**config.mk**
```make
export PLATFORM = sky130hd
export DESIGN_NAME = uart_rx_decoder
export DESIGN_NICKNAME = d
export VERILOG_FILES = /design/src/rtl/uart_rx_decoder.sv
export SDC_FILE = /design/constraint.sdc
export NUM_CORES = 1
export LEC_CHECK = 0
export CAP_MARGIN = 20
export CORE_UTILIZATION = 55
export CTS_CLUSTER_DIAMETER = 50
export DETAILED_ROUTE_END_ITERATION = 10
export DONT_BUFFER_PORTS = 1
export HOLD_SLACK_MARGIN = 0.1
export PLACE_DENSITY = 0.78
export SLEW_MARGIN = 20
export SYNTH_ARGS = -nofsm -noshare
export SYNTH_HDL_FRONTEND = slang
export SYNTH_SLANG_ARGS = --single-unit
```
**constraint.sdc**
```tcl
create_clock -name clk_i -period 2.2 [get_ports clk_i]
set_clock_uncertainty 0.05 [all_clocks]
set_input_delay 0.44 -clock clk_i [delete_from_list [all_inputs] [get_ports clk_i]]
set_output_delay 0.44 -clock clk_i [all_outputs]
set_load 0.03 [all_outputs]
```
**src/rtl/uart_rx_decoder.sv**
```systemverilog
// uart_rx_decoder: UART receiver, 8N1 by default. It recovers bytes from an
// asynchronous serial line and reports each frame as valid data or a framing
// error, and it keeps a running count of good frames.
// Optional feature macro: UART_RX_PARITY_EN. When defined, one even-parity bit
// is expected between the data bits and the stop bit, and par_err_o is added.
module uart_rx_decoder #(
    parameter int CLKS_PER_BIT = 16,
    parameter int DATA_BITS    = 8
) (
    input  logic        clk_i,
    input  logic        rst_i,
    input  logic        rx_i,
    output logic [7:0]  data_o,
    output logic        valid_o,
    output logic        frame_err_o,
`ifdef UART_RX_PARITY_EN
    output logic        par_err_o,
`endif
    output logic        busy_o,
    output logic [15:0] byte_cnt_o
);

    localparam int BW   = $clog2(CLKS_PER_BIT);
    localparam int NW   = $clog2(DATA_BITS + 1);
    localparam int HALF = CLKS_PER_BIT / 2;
`ifdef UART_RX_PARITY_EN
    localparam int FRAME_BITS = DATA_BITS + 1;
`else
    localparam int FRAME_BITS = DATA_BITS;
`endif

    typedef enum logic [2:0] {
        IDLE      = 3'd0,
        START     = 3'd1,
        DATA      = 3'd2,
        STOP      = 3'd3,
        WAIT_HIGH = 3'd4
    } state_t;

    // Synchronizer, edge-detect delay and "line has really been high" tracking.
    logic rx_meta_q, rx_s_q, rx_d_q;
    logic vld_meta_q, vld_s_q, seen_high_q;

    state_t                 state_q, state_d;
    logic [BW-1:0]          baud_q, baud_d;
    logic [NW-1:0]          bit_q, bit_d;
    logic [DATA_BITS-1:0]   shift_q, shift_d;
    logic [7:0]             data_q, data_d;
    logic                   valid_q, valid_d;
    logic                   ferr_q, ferr_d;
    logic [15:0]            cnt_q, cnt_d;
`ifdef UART_RX_PARITY_EN
    logic                   par_q, par_d;
    logic                   par_err_q, par_err_d;
`endif

    logic start_edge;
    logic baud_half;
    logic baud_last;

    // Bring rx_i into the clock domain; the valid flags stop the reset value of
    // the synchronizer from masquerading as a high line before real data arrives.
    always_ff @(posedge clk_i) begin
        if (rst_i) begin
            rx_meta_q   <= 1'b1;
            rx_s_q      <= 1'b1;
            rx_d_q      <= 1'b1;
            vld_meta_q  <= 1'b0;
            vld_s_q     <= 1'b0;
            seen_high_q <= 1'b0;
        end else begin
            rx_meta_q  <= rx_i;
            rx_s_q     <= rx_meta_q;
            rx_d_q     <= rx_s_q;
            vld_meta_q <= 1'b1;
            vld_s_q    <= vld_meta_q;
            if (vld_s_q && rx_s_q) begin
                seen_high_q <= 1'b1;
            end
        end
    end

    assign start_edge = seen_high_q & rx_d_q & ~rx_s_q;
    assign baud_half  = (baud_q == BW'(HALF - 1));
    assign baud_last  = (baud_q == BW'(CLKS_PER_BIT - 1));

    // State and datapath registers.
    always_ff @(posedge clk_i) begin
        if (rst_i) begin
            state_q   <= IDLE;
            baud_q    <= '0;
            bit_q     <= '0;
            shift_q   <= '0;
            data_q    <= '0;
            valid_q   <= 1'b0;
            ferr_q    <= 1'b0;
            cnt_q     <= '0;
`ifdef UART_RX_PARITY_EN
            par_q     <= 1'b0;
            par_err_q <= 1'b0;
`endif
        end else begin
            state_q   <= state_d;
            baud_q    <= baud_d;
            bit_q     <= bit_d;
            shift_q   <= shift_d;
            data_q    <= data_d;
            valid_q   <= valid_d;
            ferr_q    <= ferr_d;
            cnt_q     <= cnt_d;
`ifdef UART_RX_PARITY_EN
            par_q     <= par_d;
            par_err_q <= par_err_d;
`endif
        end
    end

    // Frame sequencing: mid-bit sampling driven by the baud counter.
    always_comb begin
        state_d   = state_q;
        baud_d    = baud_q;
        bit_d     = bit_q;
        shift_d   = shift_q;
        data_d    = data_q;
        valid_d   = 1'b0;
        ferr_d    = 1'b0;
        cnt_d     = cnt_q;
`ifdef UART_RX_PARITY_EN
        par_d     = par_q;
        par_err_d = 1'b0;
`endif
        unique case (state_q)
            IDLE: begin
                baud_d = '0;
                if (start_edge) begin
                    state_d = START;
                end
            end
            START: begin
                baud_d = baud_q + BW'(1);
                if (baud_half) begin
                    baud_d = '0;
                    if (!rx_s_q) begin
                        state_d = DATA;
                        bit_d   = '0;
`ifdef UART_RX_PARITY_EN
                        par_d   = 1'b0;
`endif
                    end else begin
                        state_d = IDLE;
                    end
                end
            end
            DATA: begin
                baud_d = baud_q + BW'(1);
                if (baud_last) begin
                    baud_d = '0;
`ifdef UART_RX_PARITY_EN
                    par_d = par_q ^ rx_s_q;
`endif
                    // The parity bit (if any) uses the slot after the data bits
                    // and must not disturb the shifted data.
                    if (bit_q < NW'(DATA_BITS)) begin
                        shift_d = {rx_s_q, shift_q[DATA_BITS-1:1]};
                    end
                    if (bit_q == NW'(FRAME_BITS - 1)) begin
                        state_d = STOP;
                    end else begin
                        bit_d = bit_q + NW'(1);
                    end
                end
            end
            STOP: begin
                baud_d = baud_q + BW'(1);
                if (baud_last) begin
                    baud_d = '0;
                    if (rx_s_q) begin
                        state_d   = IDLE;
                        valid_d   = 1'b1;
                        data_d    = 8'(shift_q);
                        cnt_d     = cnt_q + 16'd1;
`ifdef UART_RX_PARITY_EN
                        par_err_d = par_q;
`endif
                    end else begin
                        state_d = WAIT_HIGH;
                        ferr_d  = 1'b1;
                    end
                end
            end
            WAIT_HIGH: begin
                baud_d = '0;
                if (rx_s_q) begin
                    state_d = IDLE;
                end
            end
            default: begin
                state_d = IDLE;
                baud_d  = '0;
            end
        endcase
    end

    assign data_o      = data_q;
    assign valid_o     = valid_q;
    assign frame_err_o = ferr_q;
    assign busy_o      = (state_q != IDLE);
    assign byte_cnt_o  = cnt_q;
`ifdef UART_RX_PARITY_EN
    assign par_err_o   = par_err_q;
`endif

endmodule

```
# Yosys cells after proc, flatten, opt, wreduce, memory -nomap -nowiden
# Index checks and enable logic that the tools add are counted.
# Widths: inputs -> output; s select.
# totals
regBits	51
word_cells	68
# classes
addsub	3
magnitude_cmp	1
n_eq_ne	15
n_mux	20
n_bitwise	5
reduce_logical	10
# op_table
op	n
$mux 4	6
$mux 3	7
$add 16x1->16 const B	1
$ne 2x2->1 const B	8
$pmux 4 s2	2
$pmux 3 s5	1
$add 4x1->4 const B	2
$eq 4x3->1 const B	2
$eq 3x2->1 const B	2
$reduce_and 3->1	2
$reduce_and 6->1	1
$reduce_and 5->1	1
$eq 4x4->1 const B	1
$lt 4x4->1 const B	1
$eq 3x1->1 const B	1
$eq 3x3->1 const B	1
$logic_not 3->1	1
$mux 1	3
$not 1->1	3
$reduce_bool 3->1	1
$reduce_or 3->1	1
$and 1x1->1	2
$mux 2	1
$reduce_bool 2->1	1
other kinds (2)	2

# Logic depth before layout (Yosys ltp)
# Gate-level depths: netlist of run 1.
# depth
depth_word	4
depth_mapped	6
depth_no_buf	6

# Worst setup path after synthesis of run 1
# OpenSTA, ideal clock, no wires.
# synth_timing
kind	register to register
from	reg baud_q[0]
to	reg cnt_q[15] (netlist: byte_cnt_o[15])
setup_time_ns	0.121
t_arrival_ns	2.063
t_required_ns	2.029
slack_ns	-0.034
stages_incl_launch_ff	7
n_path_buf	0
path_cell_list	dfxtp_1 ha_1 nand3_2 a222oi_1 and4_1 nand4_1 mux2_4
# synth_via
elab_chain_len	2
# synth_lines
item	line_no	text
start: declaration	45	logic [BW-1:0] baud_q, baud_d;
start signal: assignment	104	baud_q <= baud_d;
$eq 4x4->1	85	assign baud_last = (baud_q == BW'(CLKS_PER_BIT - 1));
$reduce_and 3->1 (no line)	n/a	
end signal: assignment	110	cnt_q <= cnt_d;
end: declaration	51	logic [15:0] cnt_q, cnt_d;
# Every way passes these cells.
# A chain may end at the register's enable or synchronous reset.

# Final worst setup path of run 1
# Ends and elaborated chain as after synthesis.

==> results of run 1 <==
## area by class of cell
type                       instances  area (sq um)  area share (%)
multi-input combinational        172          1050            44.3
clock inverter                     3          23.8            1.01
sequential                        51          1020            43.4
tap                               48          60.1            2.54
inverter                           3          11.3           0.476
timing repair buffer              17           128            5.40
clock buffer                       5          68.8            2.91
## worst max-delay path: cells and delay by family, from the launching register on
| kind | cells | cell delay [ps] |
|---|---|---|
| muxes | 1 | 330 |
| AOI/OAI and AO/OA | 1 | 390 |
| and+or+nand+nor | 3 | 590 |
| adders and majority gates | 1 | 230 |
| DFF | 1 | 370 |
## worst max-delay path by stage
stage / from / endpoint / depth (start not counted)
after floorplan: baud_q[0] / byte_cnt_o[15] / 6
after global routing: baud_q[0] / byte_cnt_o[14] / 7
after global placement: state_q[2] / bit_q[3] / 6
after CTS: state_q[1] / bit_q[3] / 5
final: baud_q[0] / byte_cnt_o[15] / 6
after detailed placement: state_q[2] / bit_q[3] / 6
## power groups by stage
stage,clock (mW),sequential (mW),combinational (mW)
after global placement,0,0.967,0.0812
after CTS,0.556,0.947,0.0811
after floorplan,0,0.959,0.0773
after global routing,0.609,0.951,0.0929
final,0.545,0.949,0.0820
after detailed placement,0,0.968,0.0802
## state kept, by name (all words and copies together), names as in the netlist, 3 cells and up
name and flops:
baud_q 4, state_q 3, shift_q 8, bit_q 4, byte_cnt_o 16, data_o 8
## metrics by stage
stage | hold WS, ps | setup slack, ps | cells
after floorplan | 339 | 2.15 | 236
after detailed placement | 374 | 95.4 | 291
after global routing | 116 | 5.48 | 299
after global placement | 368 | 132 | 291
after CTS | 135 | 53.3 | 299
final | 143 | 127 | 299
## routing by layer
layer	global-route usage, %	up-vias
met1	28.7	762
li1	-	846
met5	0	-
met3	8.57	5
met2	37.2	61
met4	7.10	0
## cells in the final DEF, fill, tap and decap left out, types with 2 or more instances in the layout
master and n:
sky130_fd_sc_hd__buf_4 17, sky130_fd_sc_hd__and3_1 5, sky130_fd_sc_hd__ha_1 2, sky130_fd_sc_hd__clkinvlp_4 2, sky130_fd_sc_hd__inv_1 3, sky130_fd_sc_hd__nand2_1 28, sky130_fd_sc_hd__and3b_1 3, sky130_fd_sc_hd__and2_1 2
sky130_fd_sc_hd__nor3_1 4, sky130_fd_sc_hd__a21oi_1 15, sky130_fd_sc_hd__nor4_1 2, sky130_fd_sc_hd__or2_2 3, sky130_fd_sc_hd__nand4b_1 3, sky130_fd_sc_hd__mux2i_1 11, sky130_fd_sc_hd__mux2_2 2, sky130_fd_sc_hd__dfxtp_2 3
sky130_fd_sc_hd__nand3_1 5, sky130_fd_sc_hd__nor2_1 36, sky130_fd_sc_hd__nand3b_1 3, sky130_fd_sc_hd__clkbuf_8 5, sky130_fd_sc_hd__o21ai_0 6, sky130_fd_sc_hd__nand4_1 7, sky130_fd_sc_hd__nor2b_1 4, sky130_fd_sc_hd__xor2_1 8
sky130_fd_sc_hd__xnor2_1 3, sky130_fd_sc_hd__or3_1 3, sky130_fd_sc_hd__dfxtp_1 48
## kinds of logic (layout without fill, tap and decap cells)
| kind of cell | Yosys count | in the layout | synth area share, % |
|---|---|---|---|
| AO/OA/AOI/OAI | 28 | 28 | 7.77 |
| XOR/XNOR | 11 | 11 | 4.57 |
| adder cells (fa/ha/maj) | 3 | 3 | 1.78 |
| buffers and inverters | 13 | 28 | 2.85 |
| flip-flops | 51 | 51 | 48.4 |
| multiplexers | 14 | 14 | 7.00 |
| AND/OR/NAND/NOR | 116 | 116 | 27.6 |
## synthesized netlist by cell type (all sizes together) (2+ instances only)
master  number
nand2       28
nand4b       3
nor4         3
ha           3
o21ai        7
nor2        36
xor2         8
nor3         5
dfxtp       51
and3b        3
or2          3
nor2b        4
and2         2
inv          3
a21oi       15
buf          5
xnor2        3
mux2i       11
nand3        6
or3          3
mux2         3
and3         5
nand4        7
nand3b       3
clkbuf       5
==> Implementation_results.wiki, run 1 <==
{| class="wikitable"
! Metric !! Value
|-
| Leakage power || 0.876 nW
|-
| Post-synthesis sequential element count || 51
|-
| Top-level port count || 30
|-
| Count of distinct cell types in the synthesized netlist || 40
|-
| Library cell contributing the largest single delay on the critical path || sky130_fd_sc_hd__a222oi_1
|-
| Total net switching power || approximately 0.38 mW
|-
| First-pass GRT wire length || between 7000 and 8000 um
|-
| Drt wl/cell || 13.6 um
|-
| Internal power of the cells || 1.20 mW
|-
| Gates resized, CTS repair || 0
|-
| HPWL after DPL || 2870 um
|-
| Setup repair after global routing missed its margin || false
|-
| Final sum of negative setup slack || 0 ps
|-
| Worst ir drop on vdd || 0.469 mV
|-
| Hold Crit Class || input pin to flop
|-
| Number of enable-type register cells in the synthesized netlist || 0
|-
| Signed area change from the synthesized netlist to the final layout || 12.0%
|-
| Area of the placeable core || 0.00366 sq mm
|-
| Share of the synthesized area in the top cell type || 48.4%
|-
| Power per unit of standard cell area || 667 mW/mm^2
|-
| Post-CTS setup-driven buffer insertion count || 0
|-
| Utilization after layout || roughly 65%
|-
| Hold depth || 1
|-
| Global-route total usage across every layer || 23.2%
|-
| Number of antenna-violating nets in the routed design || 0
|-
| Met2 Routed Length || roughly 1900 um
|-
| Seq pwr share || 60.2%
|-
| Run status || complete, no violations
|-
| Biggest area contributors in the synthesized netlist || sky130_fd_sc_hd__dfxtp_1 48%, sky130_fd_sc_hd__nor2_1 6.4%, sky130_fd_sc_hd__mux2i_1 5.2%
|-
| Die boundary height || 63.9 um
|-
| Main synth FF type || sky130_fd_sc_hd__dfxtp_1
|-
| Buffer cell driving the clock tree root || sky130_fd_sc_hd__clkbuf_8
|-
| Yosys warns || 0
|-
| First-pass iteration count of the detailed router || 4
|-
| CTS clk-pin slew, worst paths || 100 ps
|-
| Count of hold buffers inserted by post-cts repair || 0
|-
| Horizontal die dimension || 63.9 um
|-
| Number of fill cells in the layout || 310
|-
| WL met3 || 257 um
|-
| Source of the worst hold timing path || rst_i
|-
| Register-to-register path setup slack || 130 ps
|-
| Fraction of final layout cells with drive strength greater than 1 || 15.9%
|-
| Setup CP Type || flop to flop
|-
| Async S/R FF share, synth || 0%
|-
| Highest layer used for signal routing || met4
|-
| Period utilisation layout || 94.2%
|-
| Site Rows || 22
|-
| Clock network fraction of total power || 34.6%
|-
| Portion of total power attributed to combinational logic || 5.2%
|-
| Number of antenna violations at the first check in global routing || 0
|-
| List of cells traversed by the critical path || ha_2 > nand3_2 > a222oi_1 > and4_1 > nand4_1 > mux2_4
|-
| Synthesized instance count || 236
|-
| Max-cap violation count || 0
|-
| Vias in the first global route || 1661
|-
| Residual overflow from global routing || 0
|-
| TritonCTS clock tree || yes
|-
| Synthesized area divided by synthesized cell count || 8.94 sq um
|-
| Setup violations, final || 0
|-
| Hold Violations, Final || 0
|-
| Stage delay of the slowest cell on the critical path || 390 ps
|-
| Switching share of power || 24.1%
|-
| Register area share after synthesis || 48.4%
|-
| Number of nets in the finished design || roughly 260
|-
| Data arrival at the endpoint of the critical path || 2220 ps
|-
| Final Routed Wirelength || 4060 um
|-
| Buffers from clock root to sink, at most || 2
|-
| Terminating pin of the worst hold path || byte_cnt_o[10]
|-
| Critical path startpoint category || flop
|-
| Total design power || 1.58 mW
|-
| Top cell type by total area after synthesis || sky130_fd_sc_hd__dfxtp_1
|-
| Antenna fix cells || 0
|-
| Largest net degree at the start of global routing || 51
|-
| Worst Reg-to-Reg Cells || 6
|-
| H-tree lvl count || 2
|-
| Endpoint of the lowest-slack register-to-register path || byte_cnt_o[15]
|-
| DR DRC count || 0
|-
| Crit path required time || 2350 ps
|-
| Post-Syn Area || 0.00211 sq mm
|-
| R2R Path Start || baud_q[0]
|-
| Final critical path time including I/O delays and setup || 2070 ps
|-
| Post-route cell area || 0.00236 sq mm
|-
| Nets in the synthesized netlist || 242
|-
| Input/output buffers || 0
|-
| Maximum fanout count along the critical path || 5
|-
| Worst slew margin || between 70% and 80%
|-
| Area enclosed by the die boundary || 0.00409 sq mm
|-
| Vias per cell || roughly 5.6
|-
| Placed instance area || roughly 0.0023 sq mm
|-
| Routed length on met1 || around 1900 um
|-
| Maximum achievable frequency || 482 MHz
|-
| GPL Wtd Cong || 0.898
|-
| Effective utilization at floorplan || approximately 58%
|-
| DR vias || 1674
|-
| Clk sink count || 51
|-
| Cts bufs inserted || 5
|-
| DR iter-0 viols || 166
|-
| Final slew viol count || 0
|-
| Worst Tran Pin Value || 409 ps
|-
| Clk Latency, worst-skew pair || about 300 ps
|-
| Endpoint type of the worst setup path || flop
|}
No activity file was read; power rests on OpenSTA's default activity.
==> run 2: changes to the inputs <==
Settings changed: CELL_PAD_IN_SITES_DETAIL_PLACEMENT set to 0, CELL_PAD_IN_SITES_GLOBAL_PLACEMENT set to 1, CORE_UTILIZATION 55 to 42.
==> Implementation_results.wiki, run 2 (synthesis gave the netlist of run 1 again) <==
{| class="wikitable"
! Metric !! Value
|-
| Largest net degree at the start of global routing || 51 (unchanged)
|-
| Worst Tran Pin Value || 417 ps (was 409 ps)
|-
| Fraction of final layout cells with drive strength greater than 1 || 17.4% (was 15.9%)
|-
| CTS clk-pin slew, worst paths || 90 ps (was 100 ps)
|-
| Effective utilization at floorplan || 44.1% (was 57.6%)
|-
| Worst slew margin || 72.2% (was 72.7%)
|-
| Input/output buffers || 0 (unchanged)
|-
| Worst Reg-to-Reg Cells || 7 (was 6)
|-
| Critical path startpoint category || flop (unchanged)
|-
| Setup repair after global routing missed its margin || false (unchanged)
|-
| Setup WS pre-CTS || 1.14 ps (was 95.4 ps)
|-
| Fin cells || 326 (was 299)
|-
| Max-cap violation count || 0 (unchanged)
|-
| Final Routed Wirelength || 4140 um (was 4060 um)
|-
| First-pass iteration count of the detailed router || 4 (unchanged)
|-
| Die boundary height || 72.9 um (was 63.9 um)
|-
| Flip-flop count of the largest register after layout || 16 (unchanged)
|-
| DR DRC count || 0 (unchanged)
|-
| Worst ir drop on vdd || 0.347 mV (was 0.469 mV)
|-
| Data arrival at the endpoint of the critical path || 2230 ps (was 2220 ps)
|-
| Setup CP Type || flop to flop (unchanged)
|-
| Site Rows || 25 (was 22)
|-
| DR iter-0 viols || 47 (was 166)
|-
| Signed area change from the synthesized netlist to the final layout || 16.4% (was 12.0%)
|-
| TritonCTS clock tree || yes (unchanged)
|-
| Total design power || 1.59 mW (was 1.58 mW)
|-
| Hold Crit Class || input pin to flop (unchanged)
|-
| GPL Wtd Cong || 0.825 (was 0.898)
|-
| Endpoint type of the worst setup path || flop (unchanged)
|-
| Leakage power || 0.917 nW (was 0.876 nW)
|-
| Number of antenna violations at the first check in global routing || 0 (unchanged)
|-
| Final critical path time including I/O delays and setup || 2080 ps (was 2070 ps)
|-
| Crit path required time || 2350 ps (about the same)
|-
| Buffers from clock root to sink, at most || 2 (unchanged)
|-
| Total placed cells including tap cells || 316 (was 291)
|-
| H-tree lvl count || 2 (unchanged)
|-
| Buffer cell driving the clock tree root || sky130_fd_sc_hd__clkbuf_8 (unchanged)
|-
| Horizontal die dimension || 72.9 um (was 63.9 um)
|-
| Clk sink count || 51 (unchanged)
|-
| Final slew viol count || 0 (unchanged)
|-
| Final sum of negative setup slack || 0 ps (unchanged)
|-
| Maximum fanout count along the critical path || 5 (unchanged)
|-
| Post-route worst setup slack || 122 ps (was 127 ps)
|-
| Vias in the first global route || 1607 (was 1661)
|-
| Maximum achievable frequency || 481 MHz (was 482 MHz)
|-
| Cts bufs inserted || 5 (unchanged)
|-
| Power per unit of standard cell area || 649 mW/mm^2 (was 667 mW/mm^2)
|-
| Clk Latency, worst-skew pair || 300 ps (about the same)
|-
| Sequential standard cell area || 0.00102 sq mm (about the same)
|-
| Most common cell after layout, fill and taps aside || sky130_fd_sc_hd__dfxtp_1 (unchanged)
|-
| Area of the placeable core || 0.00479 sq mm (was 0.00366 sq mm)
|-
| Hold Violations, Final || 0 (unchanged)
|-
| Hold depth || 1 (unchanged)
|-
| Antenna fix cells || 0 (unchanged)
|-
| Setup violations, final || 0 (unchanged)
|-
| Number of fill cells in the layout || 487 (was 310)
|-
| Global-route total usage across every layer || 17.2% (was 23.2%)
|-
| Number of antenna-violating nets in the routed design || 0 (unchanged)
|-
| Top-level port count || 30 (unchanged)
|-
| HPWL after DPL || 2880 um (was 2870 um)
|-
| Period utilisation layout || 94.5% (was 94.2%)
|-
| Vias per cell || 5.16 (was 5.60)
|-
| Drt wl/cell || 12.7 um (was 13.6 um)
|-
| DR vias || 1682 (was 1674)
|-
| Area enclosed by the die boundary || 0.00531 sq mm (was 0.00409 sq mm)
|-
| Number of nets in the finished design || 264 (was 256)
|-
| Run status || complete, no violations (unchanged)
|-
| Footprint of the multi-input gates || 0.00104 sq mm (was 0.00105 sq mm)
|-
| Top library cells by usage in the layout, fill and taps aside || 51 x sky130_fd_sc_hd__dfxtp_1, 36 x sky130_fd_sc_hd__nor2_1, 28 x sky130_fd_sc_hd__nand2_1 (was 48 x sky130_fd_sc_hd__dfxtp_1, 36 x sky130_fd_sc_hd__nor2_1, 28 x sky130_fd_sc_hd__nand2_1)
|-
| First-pass GRT wire length || 7080 um (was 7380 um)
|-
| Residual overflow from global routing || 0 (unchanged)
|}
==> run 2: timing repair <==
action,4_1_cts,5_1_grt
hold buffers,0,0
gates resized for setup,0,2
setup endpoints to repair,1,3
setup buffers,1,1
pin swaps,1,0
==> run 2: through the flow <==
step           util (%)  hold WS [ps]  instance area (sq um)
2_1_floorplan         -           339                   2110
3_3_place_gp       48.8           346                   2340
3_5_place_dp       48.8           344                   2340
4_1_cts            51.0           128                   2440
5_1_grt            51.3           125                   2460
6_report           51.3           147                   2460
==> run 2: worst max-delay path: stages, from the launching register on <==
cell and delay (ps):
sky130_fd_sc_hd__dfxtp_1 360, sky130_fd_sc_hd__ha_2 230, sky130_fd_sc_hd__nand3_2 100, sky130_fd_sc_hd__a222oi_1 350, sky130_fd_sc_hd__buf_4 190, sky130_fd_sc_hd__and4_2 260
sky130_fd_sc_hd__nand4_1 130, sky130_fd_sc_hd__mux2_4 320
==> run 2: where the power goes <==
part | internal (mW) | leakage, nW | switching (mW)
clock network | 0.234 | 0.0463 | 0.320
logic | 0.0428 | 0.458 | 0.0509
registers | 0.934 | 0.412 | 0.0135
==> run 2: layout make-up <==
class / instances / area share [%]
inverters: 3 / 0.458
multi-input cells: 172 / 42.5
clock buffers: 5 / 2.80
repair buffers: 25 / 8.15
flip-flops and latches: 51 / 41.6
clock inverters: 3 / 1.12
well taps: 67 / 3.41
==> run 2: path summary, 6_finish.rpt <==
kind | startpoint | endpoint | slack, ps
hold reg to reg | rx_meta_q | rx_s_q | 370
hold / removal | rst_i | vld_s_q | 150
setup reg to reg | baud_q[0] | byte_cnt_o[15] | 120
setup / recovery | baud_q[0] | byte_cnt_o[15] | 120
==> run 2: layer usage <==
metal	global-route usage, %	routed length [um]	part of all wire [%]
met5	0	0	0
met4	5.66	53	1.3
met3	5.39	226	5.5
met2	28.3	1890	46
met1	21.4	1970	48
